File: src/rtl/l0_ctrl_if.sv
//======================================================================
// Module : l0_ctrl_if
// Brief  : Handshake/bus bundle between l0_ctrl, the image buffer,
//          layer_0 and the host.
// Rev    : 1.0
//======================================================================
`default_nettype none

interface l0_ctrl_if #(
    parameter int IMG_W = 28,
    parameter int PIX_W = 2
);
    logic                     frame_start;
    logic                     tx_done;
    logic                     img_rd;
    logic [4:0]               img_addr;
    logic [IMG_W*PIX_W-1:0]   img_data;
    logic                     l0_strt;
    logic [9*PIX_W-1:0]       l0_din;
    logic                     l0_addr_inc;
    logic                     l0_tx_done;
    logic                     busy;
    logic                     frame_done;
    logic [9:0]               out_cnt;
    logic                     err;

    modport slave (
        input  frame_start, tx_done, img_data, l0_addr_inc,
        output img_rd, img_addr, l0_strt, l0_din, l0_tx_done,
               busy, frame_done, out_cnt, err
    );

    modport master (
        output frame_start, tx_done, img_data, l0_addr_inc,
        input  img_rd, img_addr, l0_strt, l0_din, l0_tx_done,
               busy, frame_done, out_cnt, err
    );
endinterface

`default_nettype wire

File: src/rtl/l0_ctrl.sv
//======================================================================
// Module : l0_ctrl
// Brief  : Layer-0 frame scheduler: 3-row sliding window over the image
//          buffer, one 3x3 window per layer_0 start/addr_inc handshake.
//          Optional watchdog enabled by defining L0_CTRL_WDOG_EN.
// Rev    : 1.0
//======================================================================
`default_nettype none

module l0_ctrl #(
    parameter int IMG_W = 28,
    parameter int IMG_H = 28,
    parameter int PIX_W = 2
) (
    input  wire logic   clk,
    input  wire logic   rst,
    l0_ctrl_if.slave    bus
);
    localparam int         ROW_W  = IMG_W * PIX_W;
    localparam logic [4:0] C_LAST = 5'(IMG_W - 3);
    localparam logic [4:0] R_LAST = 5'(IMG_H - 3);

    localparam logic [2:0] S_IDLE  = 3'd0;
    localparam logic [2:0] S_FETCH = 3'd1;
    localparam logic [2:0] S_DRAIN = 3'd2;
    localparam logic [2:0] S_ISSUE = 3'd3;
    localparam logic [2:0] S_WAIT  = 3'd4;
    localparam logic [2:0] S_HOLD  = 3'd5;

    logic [2:0]       r_state;
    logic [ROW_W-1:0] r_rows [3];
    logic [4:0]       r_r;
    logic [4:0]       r_c;
    logic [1:0]       r_rem;
    logic             r_cap;
    logic             r_frame_done;
    logic             r_tx_done;
    logic [9:0]       r_out_cnt;
    logic             w_wdog_trip;
    logic             w_err;
    logic [9*PIX_W-1:0] w_din;

`ifdef L0_CTRL_WDOG_EN
    logic [3:0] r_wdog;
    logic       r_err;

    // Counter starts at 1 in ISSUE so the trip lands 8 cycles after l0_strt.
    always_ff @(posedge clk or posedge rst) begin
        if (rst) begin
            r_wdog <= '0;
            r_err  <= 1'b0;
        end else begin
            if (r_state == S_ISSUE)
                r_wdog <= 4'd1;
            else if (r_state == S_WAIT && !bus.l0_addr_inc)
                r_wdog <= r_wdog + 4'd1;
            if (r_state == S_IDLE && bus.frame_start)
                r_err <= 1'b0;
            else if (w_wdog_trip)
                r_err <= 1'b1;
        end
    end

    assign w_wdog_trip = (r_state == S_WAIT) && !bus.l0_addr_inc && (r_wdog == 4'd7);
    assign w_err       = r_err;
`else
    assign w_wdog_trip = 1'b0;
    assign w_err       = 1'b0;
`endif

    always_ff @(posedge clk or posedge rst) begin
        if (rst) begin
            r_state      <= S_IDLE;
            r_rows[0]    <= '0;
            r_rows[1]    <= '0;
            r_rows[2]    <= '0;
            r_r          <= '0;
            r_c          <= '0;
            r_rem        <= '0;
            r_cap        <= 1'b0;
            r_frame_done <= 1'b0;
            r_tx_done    <= 1'b0;
            r_out_cnt    <= '0;
        end else begin
            r_cap        <= (r_state == S_FETCH);
            r_frame_done <= 1'b0;
            r_tx_done    <= 1'b0;
            // Shifting three words in from any state yields R0,R1,R2 in fetch order.
            if (r_cap) begin
                r_rows[0] <= r_rows[1];
                r_rows[1] <= r_rows[2];
                r_rows[2] <= bus.img_data;
            end
            case (r_state)
                S_IDLE: begin
                    if (bus.frame_start) begin
                        r_r       <= '0;
                        r_c       <= '0;
                        r_out_cnt <= '0;
                        r_rem     <= 2'd3;
                        r_state   <= S_FETCH;
                    end
                end
                S_FETCH: begin
                    r_rem <= r_rem - 2'd1;
                    if (r_rem == 2'd1)
                        r_state <= S_DRAIN;
                end
                S_DRAIN: r_state <= S_ISSUE;
                S_ISSUE: r_state <= S_WAIT;
                S_WAIT: begin
                    if (w_wdog_trip) begin
                        r_tx_done <= 1'b1;
                        r_state   <= S_IDLE;
                    end else if (bus.l0_addr_inc) begin
                        r_out_cnt <= r_out_cnt + 10'd1;
                        if (r_c < C_LAST) begin
                            r_c     <= r_c + 5'd1;
                            r_state <= S_ISSUE;
                        end else if (r_r < R_LAST) begin
                            r_c     <= '0;
                            r_r     <= r_r + 5'd1;
                            r_rem   <= 2'd1;
                            r_state <= S_FETCH;
                        end else begin
                            r_frame_done <= 1'b1;
                            r_state      <= S_HOLD;
                        end
                    end
                end
                S_HOLD: begin
                    if (bus.tx_done) begin
                        r_tx_done <= 1'b1;
                        r_state   <= S_IDLE;
                    end
                end
                default: r_state <= S_IDLE;
            endcase
        end
    end

    // Window is a pure mux of row registers and column; it only changes outside ISSUE/WAIT.
    always_comb begin
        w_din = '0;
        for (int i = 0; i < 3; i++) begin
            for (int j = 0; j < 3; j++) begin
                w_din[PIX_W*(3*i+j) +: PIX_W] = r_rows[i][PIX_W*(int'(r_c)+j) +: PIX_W];
            end
        end
    end

    // Refill has one row remaining, so r+3-remaining also gives r+2 there.
    assign bus.img_rd     = (r_state == S_FETCH);
    assign bus.img_addr   = (r_state == S_FETCH) ? (r_r + 5'd3 - {3'b000, r_rem}) : 5'd0;
    assign bus.l0_strt    = (r_state == S_ISSUE);
    assign bus.l0_din     = w_din;
    assign bus.l0_tx_done = r_tx_done;
    assign bus.busy       = (r_state != S_IDLE);
    assign bus.frame_done = r_frame_done;
    assign bus.out_cnt    = r_out_cnt;
    assign bus.err        = w_err;

endmodule

`default_nettype wire

File: src/flat_wrapper.sv
// flat-port wrapper written by rule: the top's interface ports become plain ports
module l0_ctrl_flat 
#(
    parameter int IMG_W = 28,
    parameter int IMG_H = 28,
    parameter int PIX_W = 2
)
  (clk, rst, bus_frame_start, bus_tx_done, bus_img_data, bus_l0_addr_inc, bus_img_rd, bus_img_addr, bus_l0_strt, bus_l0_din, bus_l0_tx_done, bus_busy, bus_frame_done, bus_out_cnt, bus_err);
  l0_ctrl_if #(.IMG_W(IMG_W), .PIX_W(PIX_W)) bus_i ();
  input  wire logic clk;
  input  wire logic rst;
  input wire logic [$bits(bus_i.frame_start)-1:0] bus_frame_start;
  input wire logic [$bits(bus_i.tx_done)-1:0] bus_tx_done;
  input wire logic [$bits(bus_i.img_data)-1:0] bus_img_data;
  input wire logic [$bits(bus_i.l0_addr_inc)-1:0] bus_l0_addr_inc;
  output wire logic [$bits(bus_i.img_rd)-1:0] bus_img_rd;
  output wire logic [$bits(bus_i.img_addr)-1:0] bus_img_addr;
  output wire logic [$bits(bus_i.l0_strt)-1:0] bus_l0_strt;
  output wire logic [$bits(bus_i.l0_din)-1:0] bus_l0_din;
  output wire logic [$bits(bus_i.l0_tx_done)-1:0] bus_l0_tx_done;
  output wire logic [$bits(bus_i.busy)-1:0] bus_busy;
  output wire logic [$bits(bus_i.frame_done)-1:0] bus_frame_done;
  output wire logic [$bits(bus_i.out_cnt)-1:0] bus_out_cnt;
  output wire logic [$bits(bus_i.err)-1:0] bus_err;
  assign bus_i.frame_start = bus_frame_start;
  assign bus_i.tx_done = bus_tx_done;
  assign bus_i.img_data = bus_img_data;
  assign bus_i.l0_addr_inc = bus_l0_addr_inc;
  assign bus_img_rd = bus_i.img_rd;
  assign bus_img_addr = bus_i.img_addr;
  assign bus_l0_strt = bus_i.l0_strt;
  assign bus_l0_din = bus_i.l0_din;
  assign bus_l0_tx_done = bus_i.l0_tx_done;
  assign bus_busy = bus_i.busy;
  assign bus_frame_done = bus_i.frame_done;
  assign bus_out_cnt = bus_i.out_cnt;
  assign bus_err = bus_i.err;
  l0_ctrl #(.IMG_W(IMG_W), .IMG_H(IMG_H), .PIX_W(PIX_W)) u_core (.clk(clk), .rst(rst), .bus(bus_i));
endmodule
File: config.mk
export PLATFORM = sky130hd
export DESIGN_NAME = l0_ctrl_flat
export DESIGN_NICKNAME = d
export VERILOG_FILES = /design/src/rtl/l0_ctrl_if.sv /design/src/rtl/l0_ctrl.sv /design/src/flat_wrapper.sv
export SDC_FILE = /design/constraint.sdc
export NUM_CORES = 1
export LEC_CHECK = 0
export CORE_ASPECT_RATIO = 1.4
export CORE_MARGIN = 10
export CORE_UTILIZATION = 55
export DETAILED_ROUTE_END_ITERATION = 8
export MAX_ROUTING_LAYER = met4
export PLACE_DENSITY = 0.87
export SLEW_MARGIN = 20
export SYNTH_ARGS = -nofsm -noshare
export SYNTH_HDL_FRONTEND = slang
export SYNTH_SLANG_ARGS = --single-unit
File: constraint.sdc
create_clock -name clk -period 8 [get_ports clk]
set_clock_uncertainty 0.05 [all_clocks]
set_input_delay 0.8 -clock clk [delete_from_list [all_inputs] [get_ports clk]]
set_output_delay 0.8 -clock clk [all_outputs]
set_load 0.01 [all_outputs]
### Word-level counts from Yosys, hierarchy flattened

Index checks and enable logic that the tools add are counted.

| cells by class | value |
|---|---|
| reductions and logical operators | 9 |
| bitwise operators | 0 |
| mux-type cells | 31 |
| multipliers | 0 |
| add/sub/neg operators | 8 |
| div/mod/pow operators | 0 |
| shifts and indexed selects | 9 |
| order comparisons | 2 |
| equality and inequality tests | 13 |

Operators with widths:

| cell | number |
|---|---|
| indexed part select 56 x 32 -> 2 bit | 6 |
| indexed part select 56 x 7 -> 2 bit | 3 |
| 2-to-1 mux 5 bit | 8 |
| 2-to-1 mux 10 bit | 2 |
| one-hot mux 10 bit (2 select lines) | 1 |
| one-hot mux 5 bit (2 select lines) | 2 |
| 2-to-1 mux 3 bit | 6 |
| one-hot mux 3 bit (6 select lines) | 1 |
| adder 10 x 1 -> 10 bit (second input constant) | 1 |
| adder 5 x 1 -> 5 bit (second input constant) | 2 |
| less-than comparator 5 bit (second input constant) | 2 |
| AND reduction 5 bit | 2 |
| 2-to-1 mux 2 bit | 4 |
| != test 2 bit (second input constant) | 4 |
| AND reduction 4 bit | 2 |
| adder 5 x 1 -> 6 bit (second input constant) | 1 |
| adder 5 x 2 -> 6 bit (second input constant) | 1 |
| equality test 3 x 2 -> 1 bit (second input constant) | 2 |
| equality test 3 bit (second input constant) | 2 |
| 2-to-1 mux 1 bit | 6 |
| one-hot mux 2 bit (3 select lines) | 1 |
| nonzero test 3 bit | 2 |
| adder 5 x 2 -> 5 bit (second input constant) | 1 |
| subtractor 5 x 2 -> 5 bit | 1 |
| 8 further kinds | 9 |

| storage, ports and cells | value |
|---|---|
| register bits | 196 |
| output and inout port bits | 39 |
| bits in latches | 0 |
| RAM bits | 0 |
| ROM bits | 0 |
| memories kept | 0 |

### Depth between registers and ports, before layout

| logic depth | value |
|---|---|
| word-level depth | 5 |
| mapped depth | 8 |
| mapped depth without buffers | 6 |

### Worst setup path before layout

OpenSTA, ideal clock, no wires.

| path | value |
|---|---|
| path type | register to output |
| start | register u_core.r_c[1] |
| end | output port bus_l0_din[1] |
| buffers on the path | 2 |
| arrival time | 1.756 ns |
| cell stages (with the launch flop) | 7 |
| setup slack | 5.394 ns |
| data required time | 7.150 ns |
| cells stage by stage | dfrtp_1 buf_2 or3b_2 buf_2 o221ai_1 a21oi_1 a221oi_1 |

| between the ends | value |
|---|---|
| cells in the longest elaborated chain, start to end | 1 |

RTL lines:

| what | RTL line | source |
|---|---|---|
| start, declared | l0_ctrl.sv:33 | `logic [4:0] r_c;` |
| start signal, assigned | l0_ctrl.sv:118 | `r_c <= r_c + 5'd1;` |
| indexed part select 56 x 7 -> 2 bit | l0_ctrl.sv:147 | `w_din[PIX_W*(3*i+j) +: PIX_W] = r_rows[i][PIX_W*(int'(r_c)+j) +: PIX_W];` |
| end, declared | flat_wrapper.sv:19 | `output wire logic [$bits(bus_i.l0_din)-1:0] bus_l0_din;` |

No other way between the ends.

### Worst setup path after layout

| path | value |
|---|---|
| start | register u_core.r_c[0] |
| end | output port bus_l0_din[6] |

The elaborated chain is that of the path after synthesis.

==> flow_summary.yaml <==
timing:
  setup-violations-final: 0
  slew_headroom: 0.297
  fin_crit_ns: 4.66
  rsz0062_at_grt: "false"
  fin_crit_sh: 0.582
  hold_viol_final: 0
  max_freq_mhz: 215
  tightest_slew_ns: 1.05
  drv_slew: 0
  tns_ns: 0
  setup_ws_ns: 3.34
critical_path:
  critical_path_class: "reg -> out"
  arrival_ns: 3.81
  cp-end-kind: "output port"
  cp_slowest_stage_delay_ns: 0.92
  r2r-start: "u_core.r_c[0]"
  crit_slowest_cell: "dfrtp_4"
  crit_buf_inv: 2
  r2r_end: "u_core.r_r[2]"
  crit_family: "buffers and inverters"
  crit_fanout: 87
  r2r_cells: 5
  r2r_slack_ns: 4.99
  cp.required_ns: 7.15
  start_kind: "register"
  path_cells: "buf_12 > mux4_2 > mux2_2 > a21oi_1 > a221oi_1 > clkdlybuf4s50_1"
logic_synthesis:
  synth_ff_type: "dfrtp_1"
  yosys.area_share.simple: 0.0470
  async_flop_share: 1.00
  netlist_instances: 846
  ys.warnings.count: 0
  synth_fa_ha_area_frac: 0.0114
  synth_nets: 917
  netlist_area_um2: 11600
  synth-compound-area-share: 0.0701
  synth-edff-count: 0
  synth_top_family_by_area: "multiplexers"
  yosysUniqueCellTypes: 65
  ys_seq_elements: 196
  syn_avg_cell_area_um2: 13.8
  muxShareOfSynthArea: 0.410
  ys_seq_area_frac: 0.421
  synthXorXnorAreaFrac: 0.00376
global_route:
  antenna_found_initial: 0
  grt_pass1_wl_um: 46000
  track_usage: 0.220
  grt_max_degree: 120
  grt_overflow: 0
  grt_pass1_vias: 8184
die:
  die_area_um2: 27500
  num_rows: 62
  floorplan.die.width_um: 143
  core_area_um2: 20600
  io_pins: 100
  die_height_um: 192
  start_util: 0.564
power:
  internal_power_uw: 3210
  power_frac_clock: 0.171
  total_power_uw: 5050
  p_sw_uw: 1840
  p_comb_frac: 0.407
  swShare: 0.364
  ir_drop_mv: 0.195
  p_leak_uw: 0.00504
  powerDensity_nw_per_um2: 380
  seqPwrFrac: 0.423
route:
  drc_errors: 0
  via_count: 7978
  vias_per_cell: 6.80
  wl_met2_um: 14800
  top_layer: "met4"
  wl_um: 28600
  ant_nets: 0
  met3WireLength_um: 1490
  avgRoutedWirePerCell_um: 24.4
  drt_first_pass_iters: 5
  wl_met1_um: 10900
  drt_iter0_drc: 1005
placed_design:
  pre_cts_slack_ns: 3.86
  postPlaceCellArea_um2: 12700
  place.gp.congestion: 0.917
  place_inst: 1141
  dp_hpwl_um: 19700
  io_buffers: 98
clock_network:
  cts_hold_buf: 0
  post_cts_buffers: 0
  cts_buffers: 17
  cts_max_path_buffers: 2
  clkLatencyLatePin_ns: 0.46
  cts-resized-gates: 0
  cts_root_buffer: "clkbuf_16"
  cts_tree: "done"
  cts.clk_slew.worst_paths_ns: 0.08
  htreeDepth: 4
  cts.sinks: 196
min_path:
  hold_end: "u_core.r_rows[113]"
  hp-class: "reg -> reg"
  hold_depth: 1
  hp-start: "u_core.r_rows[113]"
cells_and_area:
  area_growth_pct: 14.2
  fillers: 1453
  final_nets: 976
  fin_cells: 1174
  insertedDiodeCount: 0
  drive_above_1_share: 0.368
  fin_area_um2: 13300
outcome:
  status: "complete, no violations"
run:
  drv_cap: 0
-- cell usage in the layout (no fill, tap or decap), drive strengths merged, types with 13 or more instances in the layout --
cell / instances
nor2: 16
clkbuf: 17
clkdlybuf4s50: 98
nand3: 13
nand2: 28
mux4: 94
o21ai: 19
a21oi: 20
mux2: 187
mux2i: 54
o22ai: 19
inv: 21
dfrtp: 196
-- worst max path at each step --
stage                        from                    end  depth (start not counted)
floorplan                     rst  u_core.bus.frame_done                          1
global placement    u_core.r_c[0]          bus_l0_din[6]                          6
detailed placement  u_core.r_c[0]          bus_l0_din[6]                          6
CTS                 u_core.r_c[0]          bus_l0_din[6]                          6
global route        u_core.r_c[0]          bus_l0_din[6]                          6
finish              u_core.r_c[0]          bus_l0_din[6]                          6
-- cell usage after synthesis, drive strengths merged, types with 4 or more instances --
cell type,n,area share
dfrtp,196,0.42
mux2,187,0.18
or2,7,0.0038
buf,40,0.024
clkbuf,28,0.0090
mux4,94,0.18
nor3,5,0.0021
o221ai,5,0.0038
nand4,4,0.0021
nand3,13,0.0056
inv,11,0.0035
o22a,4,0.0030
and3,7,0.0038
or4,4,0.0026
nand2,28,0.0090
o211ai,4,0.0026
a22oi,5,0.0032
mux2i,54,0.046
nor2,16,0.0052
o21ai,19,0.0082
a21oi,20,0.0089
a31oi,5,0.0027
o31ai,7,0.0045
o22ai,19,0.010
ha,9,0.0097
-- kinds of logic (layout without fill, tap and decap cells) --
| group | Yosys count | count (layout) |
|---|---|---|
| multiplexers | 335 | 335 |
| flip-flops | 196 | 196 |
| AO/OA/AOI/OAI | 117 | 117 |
| AND/OR/NAND/NOR | 103 | 103 |
| buffers and inverters | 79 | 151 |
| adder cells (fa/ha/maj) | 10 | 10 |
| XOR/XNOR | 5 | 5 |
| other | 1 | 1 |
-- registers in the layout, indices dropped and copies added, names as in the netlist --
| name | count |
|---|---|
| u_core.r_state | 3 |
| u_core.r_rem | 2 |
| u_core.bus.out_cnt | 10 |
| u_core.r_c | 5 |
| u_core.bus.frame_done | 1 |
| u_core.r_r | 5 |
| u_core.bus.l0_tx_done | 1 |
| u_core.r_rows | 168 |
| u_core.r_cap | 1 |
-- power by group through the flow --
stage | sequential [uW] | clock, uW | combinational [uW]
2_1_floorplan | 1780 | 0 | 1700
6_report | 2140 | 862 | 2050
3_5_place_dp | 2120 | 0 | 2030
4_1_cts | 2110 | 874 | 2050
5_1_grt | 2190 | 909 | 2210
3_3_place_gp | 2090 | 0 | 1980
-- final cells by class --
type	count	area [um2]	area share
inverters	11	48.8	0.00367
well taps	256	320	0.0241
repair buffers	108	1090	0.0819
clock buffers	17	425	0.0320
flip-flops and latches	196	4920	0.370
clock inverters	15	161	0.0121
multi-input cells	571	6320	0.476
-- stage by stage --
step | hold slack [ns] | utilization
floorplan | 0.426 | -
global placement | 0.441 | 0.614
detailed placement | 0.448 | 0.614
CTS | 0.465 | 0.642
global route | 0.491 | 0.644
finish | 0.465 | 0.644
-- metal layers --
| layer | track usage | vias up |
|---|---|---|
| met2 | 0.357 | 352 |
| li1 | - | 3440 |
| met3 | 0.0334 | 92 |
| met5 | - | - |
| met1 | 0.259 | 4094 |
| met4 | 0.118 | 0 |
Power figures use the tool's default switching activity.
